**config.mk**
```make
export PLATFORM = sky130hd
export DESIGN_NAME = seq_detect_param
export DESIGN_NICKNAME = d
export VERILOG_FILES = /design/src/rtl/seq_detect_pkg.sv /design/src/rtl/seq_match_cmp.sv /design/src/rtl/seq_detect_param.sv
export SDC_FILE = /design/constraint.sdc
export NUM_CORES = 1
export LEC_CHECK = 0
export BUFFER_PORTS_ARGS = -buffer_cell sky130_fd_sc_hd__clkbuf_2
export CELL_PAD_IN_SITES_DETAIL_PLACEMENT = 2
export CELL_PAD_IN_SITES_GLOBAL_PLACEMENT = 2
export CORE_ASPECT_RATIO = 0.6
export CORE_UTILIZATION = 35
export CTS_CLUSTER_DIAMETER = 80
export DETAILED_ROUTE_END_ITERATION = 12
export PLACE_DENSITY = 0.91
export SLEW_MARGIN = 20
export SYNTH_ARGS = -nofsm -noshare
export SYNTH_HDL_FRONTEND = slang
export SYNTH_SLANG_ARGS = --single-unit
```
**constraint.sdc**
```tcl
create_clock -name clk -period 3.35 [get_ports clk]
set_clock_uncertainty 0.05 [all_clocks]
set_input_delay 0.1675 -clock clk [delete_from_list [all_inputs] [get_ports clk]]
set_output_delay 0.1675 -clock clk [all_outputs]
set_load 0.01 [all_outputs]
```
**src/rtl/seq_detect_pkg.sv**
```systemverilog
// Shared constants, length-width helper and config bundle type for the
// parametrised serial pattern detector.
package seq_detect_pkg;

    localparam int SEQ_MAX_PAT_W = 32;

    localparam logic [SEQ_MAX_PAT_W-1:0] SEQ_DEF_PAT = 32'h0000_000B;
    localparam int                       SEQ_DEF_LEN = 4;
    localparam bit                       SEQ_DEF_OVL = 1'b1;

    // Width needed to hold a length in 0..pat_w inclusive.
    function automatic int calc_len_w(input int pat_w);
        return $clog2(pat_w + 1);
    endfunction

    typedef struct packed {
        logic [SEQ_MAX_PAT_W-1:0] pattern;
        logic [5:0]               len;
        logic                     overlap;
    } seq_cfg_t;

endpackage

```
**src/rtl/seq_match_cmp.sv**
```systemverilog
// Combinational compare of the history register against the pattern,
// restricted to the low len bits.
module seq_match_cmp #(
    parameter int PAT_W = 8,
    parameter int LEN_W = 4
) (
    input  logic [PAT_W-1:0] hist,
    input  logic [PAT_W-1:0] pat,
    input  logic [LEN_W-1:0] len,
    output logic             eq
);

    logic [PAT_W-1:0] mask;

    always_comb begin
        mask = '0;
        for (int i = 0; i < PAT_W; i++) begin
            mask[i] = (i < int'(len));
        end
    end

    assign eq = ~|((hist ^ pat) & mask);

endmodule

```
**src/rtl/seq_detect_param.sv**
```systemverilog
// Serial pattern detector with runtime-programmable pattern/length,
// overlap mode select and a saturating match counter.
module seq_detect_param
    import seq_detect_pkg::*;
#(
    parameter int               PAT_W   = 8,
    parameter int               CNT_W   = 16,
    parameter logic [PAT_W-1:0] DEF_PAT = PAT_W'(SEQ_DEF_PAT),
    parameter int               DEF_LEN = SEQ_DEF_LEN,
    parameter bit               DEF_OVL = SEQ_DEF_OVL,
    localparam int              LEN_W   = calc_len_w(PAT_W)
) (
    input  logic             clk,
    input  logic             rst,
    input  logic             data,
    input  logic             data_valid,
    input  logic             cfg_load,
    input  logic [PAT_W-1:0] cfg_pattern,
    input  logic [LEN_W-1:0] cfg_len,
    input  logic             cfg_overlap,
    input  logic             cnt_clr,
    output logic             flag,
    output logic [CNT_W-1:0] match_cnt,
    output logic             cfg_err
);

    logic [PAT_W-1:0] pat_q;
    logic [LEN_W-1:0] len_q;
    logic             ovl_q;
    logic [PAT_W-1:0] shreg;
    logic [LEN_W-1:0] fill_q;
    logic             upd_q;
    logic             eq;
    logic             hit;

    seq_match_cmp #(
        .PAT_W (PAT_W),
        .LEN_W (LEN_W)
    ) u_cmp (
        .hist (shreg),
        .pat  (pat_q),
        .len  (len_q),
        .eq   (eq)
    );

    assign cfg_err = (len_q == '0) || (len_q > LEN_W'(PAT_W));

    // upd_q gates the compare so a match is reported once per new bit.
    assign hit = upd_q && !cfg_err && (fill_q >= len_q) && eq;

    always_ff @(posedge clk) begin
        if (rst) begin
            pat_q  <= DEF_PAT;
            len_q  <= LEN_W'(DEF_LEN);
            ovl_q  <= DEF_OVL;
            shreg  <= '0;
            fill_q <= '0;
            upd_q  <= 1'b0;
            flag   <= 1'b0;
        end else if (cfg_load) begin
            pat_q  <= cfg_pattern;
            len_q  <= cfg_len;
            ovl_q  <= cfg_overlap;
            shreg  <= '0;
            fill_q <= '0;
            upd_q  <= 1'b0;
            flag   <= 1'b0;
        end else begin
            flag  <= hit;
            upd_q <= data_valid;
            if (data_valid) begin
                shreg <= {shreg[PAT_W-2:0], data};
            end
            // Non-overlap restarts history; the bit on this edge is its first.
            if (hit && !ovl_q) begin
                fill_q <= data_valid ? LEN_W'(1) : '0;
            end else if (data_valid && (fill_q != LEN_W'(PAT_W))) begin
                fill_q <= fill_q + LEN_W'(1);
            end
        end
    end

    always_ff @(posedge clk) begin
        if (rst) begin
            match_cnt <= '0;
        end else if (cnt_clr) begin
            match_cnt <= '0;
        end else if (hit && !cfg_load && (match_cnt != {CNT_W{1'b1}})) begin
            match_cnt <= match_cnt + CNT_W'(1);
        end
    end

endmodule

```
== Yosys cells after proc, flatten, opt, wreduce, memory -nomap -nowiden ==
Index checks and enable logic that the tools add are counted.

* $add $sub $neg: 2
* Order comparisons: 10
* Eq/ne operators: 2
* Mux-type cells: 3
* Bitwise gates (word level): 2
* Reductions and logical operators: 17

{| class="wikitable"
|+ Operators with widths
! cell !! number
|-
| $add 16x1->16 const B || 1
|-
| $lt 3x4->1 const A || 4
|-
| $ne 16x16->1 const B || 1
|-
| $and 8x8->8 || 1
|-
| $lt 1x4->1 const A || 2
|-
| $lt 2x4->1 const A || 2
|-
| $mux 4 || 2
|-
| $reduce_or 8->1 || 1
|-
| $xor 8x8->8 || 1
|-
| $logic_and 1x1->1 || 7
|-
| $add 4x1->4 const B || 1
|-
| $ge 4x4->1 || 1
|-
| $gt 4x4->1 const B || 1
|-
| $logic_not 1->1 || 4
|-
| $logic_not 4->1 || 1
|-
| $ne 4x4->1 const B || 1
|-
| $reduce_or 2->1 || 2
|-
| $reduce_bool 2->1 || 1
|-
| $logic_or 1x1->1 || 1
|-
| $mux 1 || 1
|}

* Flip-flop bits (word level): 43
* Word-level logic and storage cells: 44

== Logic depth before layout (Yosys ltp) ==
Gate-level depths: netlist of the first run.

* Depth after elaboration: 8
* Depth in mapped cells: 10
* Mapped depth without buffers: 8

== Cells and area by module ==
From an unflattened synthesis of the first run, not the netlist that was laid out.

* Cell total of the unflattened synthesis: 235
* Area, all modules: 2,110.8 µm²

{| class="wikitable"
|+ By module, submodules not included
! module !! instances !! cells an instance !! area each (µm²) !! sequential area each (µm²)
|-
| seq_detect_param || 1 || 215 || 1,959.4 || 860.8
|-
| seq_match_cmp || 1 || 20 || 151.4 || 0.0
|}

== Least setup slack after synthesis of the first run ==
No wires, ideal clock.

* Path kind: register to register
* Start: reg fill_q[0]
* End: reg match_cnt[0]
* Setup time: 128 ps
* Data arrival time: 2,070 ps
* Data required time: 3,172 ps
* Slack: 1,103 ps
* Stages on the path, launching flop included: 11
* Path buffers: 2
* Clock period less this slack: 2,247 ps
* Cell sequence: dfxtp_1 inv_1 ha_1 nand2b_1 a2111oi_0 nor4_2 nand4_1 buf_2 buf_2 xor2_1 nor2_1

* Word-level cells in the longest chain between the ends: 5

{| class="wikitable"
|+ Ends and longest elaborated chain
! item !! line !! RTL
|-
| start, declared || seq_detect_param.sv:31 || <nowiki>logic [LEN_W-1:0] fill_q;</nowiki>
|-
| start signal, assigned || seq_detect_param.sv:76 || <nowiki>fill_q <= data_valid ? LEN_W'(1) : '0;</nowiki>
|-
| start signal, assigned || seq_detect_param.sv:78 || <nowiki>fill_q <= fill_q + LEN_W'(1);</nowiki>
|-
| $ge 4x4->1 || seq_detect_param.sv:49 || <nowiki>assign hit = upd_q && !cfg_err && (fill_q >= len_q) && eq;</nowiki>
|-
| $logic_and 1x1->1 (2 in a row) || seq_detect_param.sv:49 ||
|-
| $logic_and 1x1->1 (2 in a row) || seq_detect_param.sv:88 || <nowiki>end else if (hit && !cfg_load && (match_cnt != {CNT_W{1'b1}})) begin</nowiki>
|-
| end signal, assigned || seq_detect_param.sv:89 || <nowiki>match_cnt <= match_cnt + CNT_W'(1);</nowiki>
|-
| end, declared || seq_detect_param.sv:23 || <nowiki>output logic [CNT_W-1:0] match_cnt,</nowiki>
|}

No other way between the ends.
A chain may end at the register's enable or synchronous reset.

== Worst setup path after layout of the first run ==
* Start: reg len_q[2]
* End: reg match_cnt[10]

* Word-level cells in the longest chain between the ends: 8
* Elaborated cells on any way between the ends: 21
* Classes of those cells: 10 x order compare; 1 x bitwise; 10 x reduce/logical

{| class="wikitable"
|+ Ends and longest elaborated chain
! item !! line !! RTL
|-
| start, declared || seq_detect_param.sv:28 || <nowiki>logic [LEN_W-1:0] len_q;</nowiki>
|-
| start signal, assigned || seq_detect_param.sv:54 || <nowiki>len_q <= LEN_W'(DEF_LEN);</nowiki>
|-
| start signal, assigned || seq_detect_param.sv:62 || <nowiki>len_q <= cfg_len;</nowiki>
|-
| branches (longest 5 deep; another with $lt 1x4->1) || -- ||
|-
| $logic_and 1x1->1 (*) || seq_detect_param.sv:49 ||
|-
| $logic_and 1x1->1 (*) (2 in a row) || seq_detect_param.sv:88 ||
|}

Mark *: on every way between the ends.

==> results by group, run 1 <==
Clock tree
  – CTS resizes: 0
  – H-tree levels: 2
  – CTS sink count: 43
  – Worst-Skew Late Latency: roughly 0.3 ns
  – Clock root buffer: clkbuf_8
  – Num CTS Buffers: 5
  – Clk slew on worst S/H paths: 0.08 ns
  – Clk buf depth: 2
  – Post-CTS Setup Bufs: 0
  – TritonCTS clock tree: done
  – Post-CTS Hold Fix Bufs: 0

Worst setup path
  – Slowest CP cell: dfxtp_1
  – Max stage delay on crit path: approximately 0.51 ns
  – Crit end category: register
  – R2R setup slack: roughly 0.43 ns
  – Startpoint types: register
  – Reg2reg start: len_q[2]
  – Critical R2R Capture: match_cnt[10]
  – Worst reg-to-reg path cell count: 9
  – Critical path arrival: 3.09 ns
  – Critical-path cell list: inv_1 -> ha_1 -> o21a_1 -> o211ai_1 -> nor3_1 -> nand4_1 -> buf_4 -> or4_1 -> a21oi_1
  – Crit-path max FO: 21
  – CP bufs+invs: 2
  – Req. time, crit path: roughly 3.5 ns
  – Worst setup path category: reg2reg
  – Largest delay share family, worst path: simple AND/OR/NAND/NOR gates

Floorplanning
  – Die W: 101 µm
  – Die area: around 6200 µm²
  – Initial Utilization: 0.367
  – Top Ports: 37
  – Std cell rows: 21
  – Core footprint: about 5600 µm²
  – Die height: about 62 µm

Logic synthesis
  – Synth Warn #: 0
  – Post-Syn Area: 2070 µm²
  – Most frequent cells after synthesis: dfxtp_1, nor2_1, mux2i_1
  – Top-area cell type share of the netlist area: 0.415
  – Synth area leader: dfxtp_1
  – Yosys cell types: 37
  – Count leader, synth: dfxtp_1
  – Mean Syn Cell Area: 8.63 µm²
  – Post-synth EDFFs: 0
  – Syn nets: 266
  – Sequential share of the synthesized area: 0.415
  – Ys flop type: dfxtp_1
  – FFs w/ async S/R, synth: 0
  – Syn Inst Count: 240
  – Synth Register Bits: 43
  – Top cells by area, synth: dfxtp_1, mux2i_1, nor2_1

Run status
  – Run status: finished, final reports clean

GRT
  – Vias in the first global route: around 2000
  – Largest net degree at the start of global routing: 22
  – Antenna violations before repair: 0
  – Global-route wire length before repair: 10700 µm
  – Remaining Overflow, GRT: 0
  – GR Util All Layers: 0.233

Timing
  – Final worst slack: about 0.43 ns
  – FMAX: around 340 MHz
  – Slew margin rel.: 0.613
  – Endpoints failing setup: 0
  – Unrepaired setup endpoints after global routing: no
  – Tmin final: 2.92 ns
  – Sum Neg Setup Slack: 0 ns
  – Final Hold Fails: 0
  – Worst slew pin tran: 0.566 ns
  – Slew Viols, Final: 0
  – Final worst-path cycle share: 0.871

Power
  – Leakage: about 0.93 nW
  – Switch share: 0.235
  – Clock share of power: 0.406
  – Switching power total: approximately 0.25 mW
  – Int Pwr: around 0.8 mW
  – Sequential Power Share: 0.514
  – Comb power frac: 0.080
  – PwrDens: 429 nW/µm²
  – Max IR drop VDD: around 0.00016 V

Place
  – Detailed placement HPWL: between 4000 and 5000 µm
  – IO buf count: 36
  – GPL Wtd Cong: roughly 0.83
  – Post-Place Cells: 347
  – Pre-CTS setup slack: approximately 0.57 ns
  – DP Area: 2320 µm²

Job
  – MaxCap Viol Count: 0

Cells and area
  – Syn-to-layout area delta: 17.5%
  – Register area: 861 µm²
  – Ant. Diodes: 0
  – Share of cells above drive strength 1: 0.185
  – Final nets: 300
  – Multi-input logic area: approximately 1100 µm²
  – Design area: roughly 2400 µm²
  – Utilization after layout: 0.431
  – Non-Filler Instances: 355
  – Fill cells: 637

Detailed routing
  – Routed vias/inst: between 5 and 6
  – Iteration count of the initial detailed-routing pass: 4
  – Drt total wl: 6820 µm
  – ANT nets after route: 0
  – Drt wl/cell: approximately 19 µm
  – Initial DRC count: between 90 and 100
  – DR DRC count: 0
  – Vias after detailed routing: approximately 1900

Hold path
  – Worst Hold Endpoint: pat_q[1]
  – Worst Hold Class: in2reg
  – Hold Startpoint: cfg_pattern[1]
  – Min-Delay Path Depth: 3
## metrics by stage
stage / total power [mW] / hold slack (ns)
after detailed placement: 0.630 / 0.344
final: 1.04 / 0.0343
after global placement: 0.625 / 0.337
after CTS: 1.06 / 0.0316
after floorplan: 0.599 / 0.246
after global routing: 1.09 / 0.0372
## power groups by stage
stage / Clock [mW] / Sequential, mW / Combinational (mW)
final: 0.424 / 0.537 / 0.0840
after CTS: 0.437 / 0.537 / 0.0842
after global routing: 0.454 / 0.538 / 0.0924
after global placement: 0 / 0.546 / 0.0786
after floorplan: 0 / 0.542 / 0.0568
after detailed placement: 0 / 0.548 / 0.0818
## worst register-to-register path: cells and delay by family (launching register included)
kind	cells	cell delay (ns)
and+or+nand+nor	3	1.12
buffers and inverters	2	0.52
DFF	1	0.51
AOI/OAI and AO/OA	3	0.35
adders and majority gates	1	0.31
## registers in the layout, indices dropped and copies added (netlist names)
| name | count |
|---|---|
| fill_q | 4 |
| flag | 1 |
| len_q | 4 |
| match_cnt | 16 |
| ovl_q | 1 |
| pat_q | 8 |
| shreg | 8 |
| upd_q | 1 |
## final cells by class
class / count / area share
Multi-Input combinational cell: 175 / 0.460
Sequential cell: 43 / 0.354
Timing Repair Buffer: 38 / 0.0802
Tap cell: 80 / 0.0411
Clock buffer: 6 / 0.0339
Inverter: 11 / 0.0170
Clock inverter: 2 / 0.0144
## logic make-up (layout without fill, tap and decap cells)
kind of cell / count (synthesis) / in the layout / share of synthesized area
AND/OR/NAND/NOR: 90 / 90 / 0.215
AO/OA/AOI/OAI: 46 / 46 / 0.135
flip-flops: 43 / 43 / 0.415
buffers and inverters: 22 / 57 / 0.0447
adder cells (fa/ha/maj): 7 / 7 / 0.0423
multiplexers: 20 / 20 / 0.0966
XOR/XNOR: 12 / 12 / 0.0507
## worst max path at each step
stage	startpoint	to	slack (ns)	depth (start not counted)
finish	len_q[2]	match_cnt[10]	0.43	9
global route	len_q[2]	match_cnt[10]	0.18	9
CTS	len_q[2]	match_cnt[12]	0.43	9
detailed placement	len_q[1]	match_cnt[14]	0.57	8
global placement	len_q[1]	match_cnt[14]	0.78	8
floorplan	fill_q[0]	match_cnt[0]	1.10	10
## cells in the final DEF, fill, tap and decap left out, drive strengths merged, types with 4 or more instances in the layout
| cell type | Yosys | routed |
|---|---|---|
| nand3 | 10 | 10 |
| a21oi | 16 | 16 |
| clkbuf | 7 | 42 |
| inv | 11 | 11 |
| nand2 | 17 | 17 |
| o21ai | 13 | 13 |
| nor3 | 4 | 4 |
| or2 | 4 | 4 |
| nor2 | 31 | 31 |
| nand4 | 6 | 6 |
| or4 | 5 | 5 |
| xnor2 | 9 | 9 |
| o31ai | 4 | 4 |
| mux2i | 20 | 20 |
| dfxtp | 43 | 43 |
| or3 | 8 | 8 |
| ha | 7 | 7 |
## layer usage
metal,wire length [µm],GRT usage
met1,3220,0.299
met2,3280,0.407
met3,227,0.0443
met4,89,0.0745
met5,0,0
Note: power is estimated with default switching activity, not from simulation.
==> run 2: changes to the inputs <==
--- a/config.mk
+++ b/config.mk
@@ -5,11 +5,13 @@
 export SDC_FILE = /design/constraint.sdc
 export NUM_CORES = 1
 export LEC_CHECK = 0
+export ABC_AREA = 1
 export BUFFER_PORTS_ARGS = -buffer_cell sky130_fd_sc_hd__clkbuf_2
 export CELL_PAD_IN_SITES_DETAIL_PLACEMENT = 2
 export CELL_PAD_IN_SITES_GLOBAL_PLACEMENT = 2
 export CORE_ASPECT_RATIO = 0.6
-export CORE_UTILIZATION = 35
+export CORE_MARGIN = 2
+export CORE_UTILIZATION = 33
 export CTS_CLUSTER_DIAMETER = 80
 export DETAILED_ROUTE_END_ITERATION = 12
 export PLACE_DENSITY = 0.91
==> run 2 against run 1 <==
Against the previous run:
- first-iteration DRC count rose by 15%
- synthesized cell count grew 41%
- combinational power grew 36%
- routed wire length is 39% higher
- fmax rose by 14%
- final cell count up 29%
- critical path depth grew 2
- worst setup slack improved by 0.35 ns
- register-to-register slack better by 0.35 ns
- critical endpoint is now match_cnt[13]
==> results by group, run 2 <==
Logic synthesis
  – Post-Syn Area: roughly 2300 µm²
  – Yosys cell types: 26
  – Post-synth EDFFs: 0
  – Largest family of logic cells by synthesized area: simple AND/OR/NAND/NOR gates
  – Mean Syn Cell Area: roughly 6.9 µm²
  – Synth Area in Simple Gates: 0.329
  – Top-area cell type share of the netlist area: 0.369
  – Syn nets: between 300 and 400
  – Synth Warn #: 0
  – Most frequent cells after synthesis: nand2_1, dfxtp_1, inv_1
  – Sequential share of the synthesized area: 0.369
  – Count leader, synth: nand2_1
  – Synth area leader: dfxtp_1
  – Synth Register Bits: 43
  – Top cells by area, synth: dfxtp_1, nand2_1, a21oi_1
  – Xor/xnor share of the synthesized area: 0.0450
  – Complex-gate fraction of the synthesized area: 0.139
  – Syn Inst Count: approximately 340
  – FFs w/ async S/R, synth: 0
  – Mux contribution to synthesized area: 0
  – Ys flop type: dfxtp_1
  – Post-Synth Adder-Cell Area: 0.0375

GRT
  – Grt met2 use: 0.407
  – Largest net degree at the start of global routing: 32
  – GR Util met3: 0.0490
  – Met1 Resource Use GR: 0.355
  – Global route hottest layer: met2
  – Vias in the first global route: between 2000 and 3000
  – GR Util All Layers: 0.258
  – Antenna violations before repair: 0
  – Remaining Overflow, GRT: 0
  – Global-route wire length before repair: ~15000 µm

Floorplanning
  – Initial Utilization: 0.345
  – Top Ports: 37
  – Std cell rows: 23
  – Die area: between 7000 and 8000 µm²
  – Die W: around 110 µm
  – Core footprint: between 6000 and 7000 µm²
  – Die height: slightly below 70 µm

Detailed routing
  – Drt total wl: ~9400 µm
  – Routed vias/inst: 5.41
  – Drt wl/cell: between 20 and 25 µm
  – Vias after detailed routing: between 2000 and 2500
  – Initial DRC count: 106
  – Iteration count of the initial detailed-routing pass: 4
  – DR DRC count: 0
  – ANT nets after route: 0

Cells and area
  – Fill cells: 797
  – Commonest non-fill, non-tap cell in the layout: nand2_1
  – Biggest regs: match_cnt x16, pat_q x8, shreg x8
  – Most frequent cells in the layout: nand2_1, dfxtp_1, clkbuf_2
  – Share of cells above drive strength 1: 0.177
  – Final nets: about 400
  – Ant. Diodes: 0
  – Top reg by flops: match_cnt
  – Number of flip-flops in the largest register: 16
  – Syn-to-layout area delta: 16.6%

Timing
  – Slew Viols, Final: 0
  – Slew margin rel.: 0.360
  – Unrepaired setup endpoints after global routing: no
  – Endpoints failing setup: 0
  – Final worst-path cycle share: 0.765
  – FMAX: around 400 MHz
  – Tmin final: 2.56 ns
  – Worst slew pin tran: around 0.96 ns
  – Sum Neg Setup Slack: 0 ns
  – Final Hold Fails: 0

Worst setup path
  – Crit-path max FO: 18
  – Reg2reg start: len_q[3]
  – Req. time, crit path: 3.44 ns
  – Startpoint types: register
  – Worst setup path category: reg2reg
  – CP startpoint: len_q[3]
  – Critical path arrival: roughly 2.7 ns
  – Crit end category: register

Clock tree
  – Num CTS Buffers: 5
  – Clk buf depth: 2
  – Clock root buffer: clkbuf_16
  – CTS resizes: 0
  – Clk slew on worst S/H paths: 0.07 ns
  – Post-CTS Hold Fix Bufs: 0
  – Post-CTS Setup Bufs: 0
  – TritonCTS clock tree: done
  – Worst-Skew Late Latency: between 0.2 and 0.3 ns
  – CTS sink count: between 40 and 50
  – H-tree levels: 2

Place
  – GPL Wtd Cong: around 0.82
  – Detailed placement HPWL: about 6300 µm
  – IO buf count: 36

Hold path
  – Hold Startpoint: data
  – Worst Hold Class: in2reg

Power
  – Design Power: ~1.2 mW
  – Switching power total: a little over 0.3 mW
  – Int Pwr: around 0.85 mW
  – PwrDens: 427 nW/µm²
  – Sequential Power Share: 0.465
  – Switch share: 0.266
  – Clock share of power: 0.437
  – Comb power frac: 0.098
  – Max IR drop VDD: 0.000179 V
  – Leakage: between 1 and 1.5 nW

Run status
  – Run status: finished, final reports clean

Job
  – MaxCap Viol Count: 0
run 2: changes by cell type after synthesis, sizes merged, moves of 5 or more:
cell / previous run / this run
a21oi: 16 / 37
inv: 11 / 38
mux2i: 20 / 0
nand2: 17 / 97
nand3: 10 / 19
nand4: 6 / 16
o21ai: 13 / 20
or3: 8 / 0
or4: 5 / 0
xnor2: 9 / 4
xor2: 3 / 8
run 2: per-layer routing:
metal / wire (µm) / up-vias
li1: - / 1163
met1: 4450 / 1244
met2: 4370 / 59
met3: 450 / 17
met4: 177 / 0
met5: 0 / -
run 2: critical path, cell delays in order, from the launching register on:
cell and delay (ns):
dfxtp_1 0.45, inv_2 0.11, ha_1 0.33, nand2_1 0.07
inv_1 0.08, nand3_1 0.08, nand3_1 0.11, nand3_2 0.14
nor2_8 0.27, nand3_2 0.38, nand2_1 0.22, a21oi_1 0.11
run 2: worst paths after layout:
kind	end	slack [ns]	cells past startpoint
worst min-delay path	shreg[0]	0.05	3
worst max register to register	match_cnt[13]	0.79	11
worst max-delay path	match_cnt[13]	0.79	11
worst min register to register	pat_q[4]	0.43	2
run 2: layout make-up:
class / count / area, µm² / share of cell area
Clock buffer: 6 / 139 / 0.0510
Multi-Input combinational cell: 248 / 1290 / 0.472
Sequential cell: 43 / 861 / 0.316
Tap cell: 87 / 109 / 0.0400
Timing Repair Buffer: 36 / 180 / 0.0662
Inverter: 38 / 143 / 0.0524
Clock inverter: 1 / 5.00 / 0.00184
run 2: kinds of logic after synthesis:
group / after synthesis
AOI/OAI and AO/OA: 58
xor gates and xnor gates: 12
adders and majority gates: 7
buffers and inverters: 48
DFF: 43
and+or+nand+nor: 171
run 2: metrics by stage:
step	util	cell area, µm²	setup WS (ns)	hold slack, ns	std cells
6_report	0.403	2720	0.787	0.0504	459
5_1_grt	0.403	2720	0.576	0.0779	459
4_1_cts	0.403	2720	0.796	0.0512	459
3_5_place_dp	0.381	2580	0.861	0.353	452
3_3_place_gp	0.381	2580	1.09	0.330	452
2_1_floorplan	-	2340	1.51	0.240	339
run 2: power groups by stage:
stage	logic [mW]	clock network, mW	registers (mW)
after floorplan	0.0688	0	0.547
after global placement	0.0994	0	0.550
after detailed placement	0.106	0	0.552
after CTS	0.114	0.513	0.541
after global routing	0.128	0.540	0.543
final	0.114	0.508	0.541
==> run 3: changes to the inputs <==
--- a/config.mk
+++ b/config.mk
@@ -11,10 +11,10 @@
 export CELL_PAD_IN_SITES_GLOBAL_PLACEMENT = 2
 export CORE_ASPECT_RATIO = 0.6
 export CORE_MARGIN = 2
-export CORE_UTILIZATION = 33
+export CORE_UTILIZATION = 31
 export CTS_CLUSTER_DIAMETER = 80
 export DETAILED_ROUTE_END_ITERATION = 12
-export PLACE_DENSITY = 0.91
+export PLACE_DENSITY = 0.87
 export SLEW_MARGIN = 20
 export SYNTH_ARGS = -nofsm -noshare
 export SYNTH_HDL_FRONTEND = slang
==> constraint.sdc (replaced) <==
create_clock -name clk -period 2.38 [get_ports clk]
set_clock_uncertainty 0.05 [all_clocks]
set_input_delay 0.119 -clock clk [delete_from_list [all_inputs] [get_ports clk]]
set_output_delay 0.119 -clock clk [all_outputs]
set_load 0.01 [all_outputs]
==> run 3 against run 2 <==
Against the previous run:
- flip-flop and latch count unchanged
- register-to-register slack got worse by 0.62 ns
- routed wire length decreased by 10%
- hold slack worse by 0.046 ns
- critical path depth stayed put
- power rose by 41%
- sequential power rose by 41%
- worst setup slack lost 0.62 ns
- sequential share of layout area down 0.99 points
- clock-buffer cell count did not move
- global-route usage shrank 3.8 points
- first-iteration DRC count fell by 3.8%
==> results by group, run 3 (same netlist as run 2, synthesis figures left out) <==
Run status
  – Run status: finished, final reports clean

Floorplanning
  – Std cell rows: 24
  – Core footprint: 7270 µm²
  – Die height: a little over 70 µm
  – Top Ports: 37
  – Die area: 8270 µm²
  – Die W: between 100 and 150 µm
  – Initial Utilization: 0.321

Clock tree
  – Clock root buffer: clkbuf_16
  – Clk buf depth: 2
  – Worst-Skew Late Latency: about 0.29 ns
  – Clk slew on worst S/H paths: 0.06 ns
  – Num CTS Buffers: 5
  – Post-CTS Setup Bufs: 0
  – CTS sink count: 43
  – H-tree levels: 2
  – TritonCTS clock tree: done

Timing
  – Slew Viols, Final: 0
  – Worst slew pin tran: around 0.66 ns
  – Tmin final: between 2 and 2.5 ns
  – Slew margin rel.: 0.560
  – Endpoints failing setup: 0
  – FMAX: 452 MHz
  – Unrepaired setup endpoints after global routing: no
  – Final worst-path cycle share: 0.930
  – Sum Neg Setup Slack: 0 ns
  – Final Hold Fails: 0

Power
  – Int Pwr: 1.21 mW
  – Clock share of power: 0.439
  – Max IR drop VDD: 0.000253 V
  – Leakage: about 1.2 nW
  – Switching power total: around 0.43 mW
  – PwrDens: just under 600 nW/µm²
  – Comb power frac: 0.097
  – Sequential Power Share: 0.464
  – Switch share: 0.262

Worst setup path
  – Crit-path max FO: 12
  – Worst setup path category: reg2reg
  – Startpoint types: register
  – Crit end category: register
  – Critical path arrival: 2.36 ns
  – Req. time, crit path: between 2 and 3 ns

Detailed routing
  – Vias after detailed routing: between 2000 and 2500
  – Drt total wl: roughly 8500 µm
  – Initial DRC count: a little over 100
  – DR DRC count: 0
  – Routed vias/inst: slightly above 5
  – ANT nets after route: 0
  – Iteration count of the initial detailed-routing pass: 4
  – Drt wl/cell: between 15 and 20 µm

GRT
  – GR Util All Layers: 0.221
  – Global-route wire length before repair: between 10000 and 15000 µm
  – Global route hottest layer: met2
  – Vias in the first global route: about 2600
  – Grt met2 use: 0.342
  – GR Util met3: 0.0440
  – Met1 Resource Use GR: 0.319
  – Largest net degree at the start of global routing: 20
  – Remaining Overflow, GRT: 0
  – Antenna violations before repair: 0

Cells and area
  – Final nets: roughly 400
  – Biggest regs: match_cnt x16, pat_q x8, shreg x8
  – Share of cells above drive strength 1: 0.190
  – Syn-to-layout area delta: 20.3%
  – Number of flip-flops in the largest register: 16
  – Top reg by flops: match_cnt
  – Commonest non-fill, non-tap cell in the layout: nand2_1
  – Fill cells: ~900
  – Non-Filler Instances: around 480
  – Most frequent cells in the layout: nand2_1, dfxtp_1, clkbuf_2
  – Ant. Diodes: 0

Place
  – Detailed placement HPWL: just over 6000 µm
  – Post-Place Cells: about 480
  – IO buf count: 36
  – GPL Wtd Cong: between 0.8 and 0.9

Hold path
  – Worst Hold Class: in2reg

Job
  – MaxCap Viol Count: 0
## run 3: cell types whose count changed in the layout (fill, tap and decap cells not counted), sizes merged
cell and delta:
clkinv -1, buf +6, inv +1, dlygate4sd3 +1
## run 3: timing repair
item | 4_1_cts | 5_1_grt
hold endpoints to repair | 1 | 0
hold buffers | 1 | 0
resized for setup | 0 | 1
setup endpoints to repair | 0 | 15
## run 3: worst max-delay path: stages, from the launching register on
cell and delay [ns]:
dfxtp_1 0.40, inv_1 0.13, ha_1 0.34, nand2_1 0.06, nand2_1 0.07, nand2_1 0.08, nand3_1 0.10, nand3_2 0.14
nor2_8 0.17, buf_4 0.23, nand4_1 0.13, a21oi_1 0.23
## run 3: power by group through the flow
stage	Combinational (mW)	Sequential (mW)	Clock [mW]
floorplan	0.0968	0.770	0
global placement	0.146	0.774	0
detailed placement	0.155	0.776	0
CTS	0.161	0.760	0.733
global route	0.183	0.763	0.765
finish	0.160	0.761	0.719
## run 3: worst paths after layout
| path | startpoint | endpoint | slack [ns] | cells after the start |
|---|---|---|---|---|
| min reg2reg | pat_q[1] | pat_q[1] | 0.44 | 2 |
| min | cfg_overlap | ovl_q | 0.005 | 3 |
| max reg2reg | len_q[1] | match_cnt[14] | 0.17 | 11 |
| max | len_q[1] | match_cnt[14] | 0.17 | 11 |
## run 3: metal layers
layer | wire length (µm) | share of wire | up-vias
met5 | 0 | 0 | -
met4 | 63 | 0.0074 | 0
met3 | 344 | 0.040 | 7
met2 | 3800 | 0.45 | 46
met1 | 4280 | 0.50 | 1219
li1 | - | - | 1180
## run 3: metrics by stage
stage          setup slack (ns)   util  power, mW  instance area [µm²]  hold WS (ns)
6_report                  0.166  0.387       1.64                 2810       0.00451
5_1_grt                  0.0116  0.387       1.71                 2810        0.0175
4_1_cts                  0.0833  0.386       1.65                 2800      0.000117
3_5_place_dp              0.164  0.364      0.931                 2650         0.297
3_3_place_gp              0.302  0.364      0.920                 2650         0.287
2_1_floorplan             0.536      -      0.867                 2340         0.191
## run 3: layout make-up
cell class | instances | area (µm²) | share of cell area
Inverter | 38 | 143 | 0.0508
Sequential cell | 43 | 861 | 0.306
Clock inverter | 1 | 8.76 | 0.00312
Multi-Input combinational cell | 248 | 1290 | 0.460
Clock buffer | 6 | 139 | 0.0494
Tap cell | 104 | 130 | 0.0463
Timing Repair Buffer | 43 | 235 | 0.0837
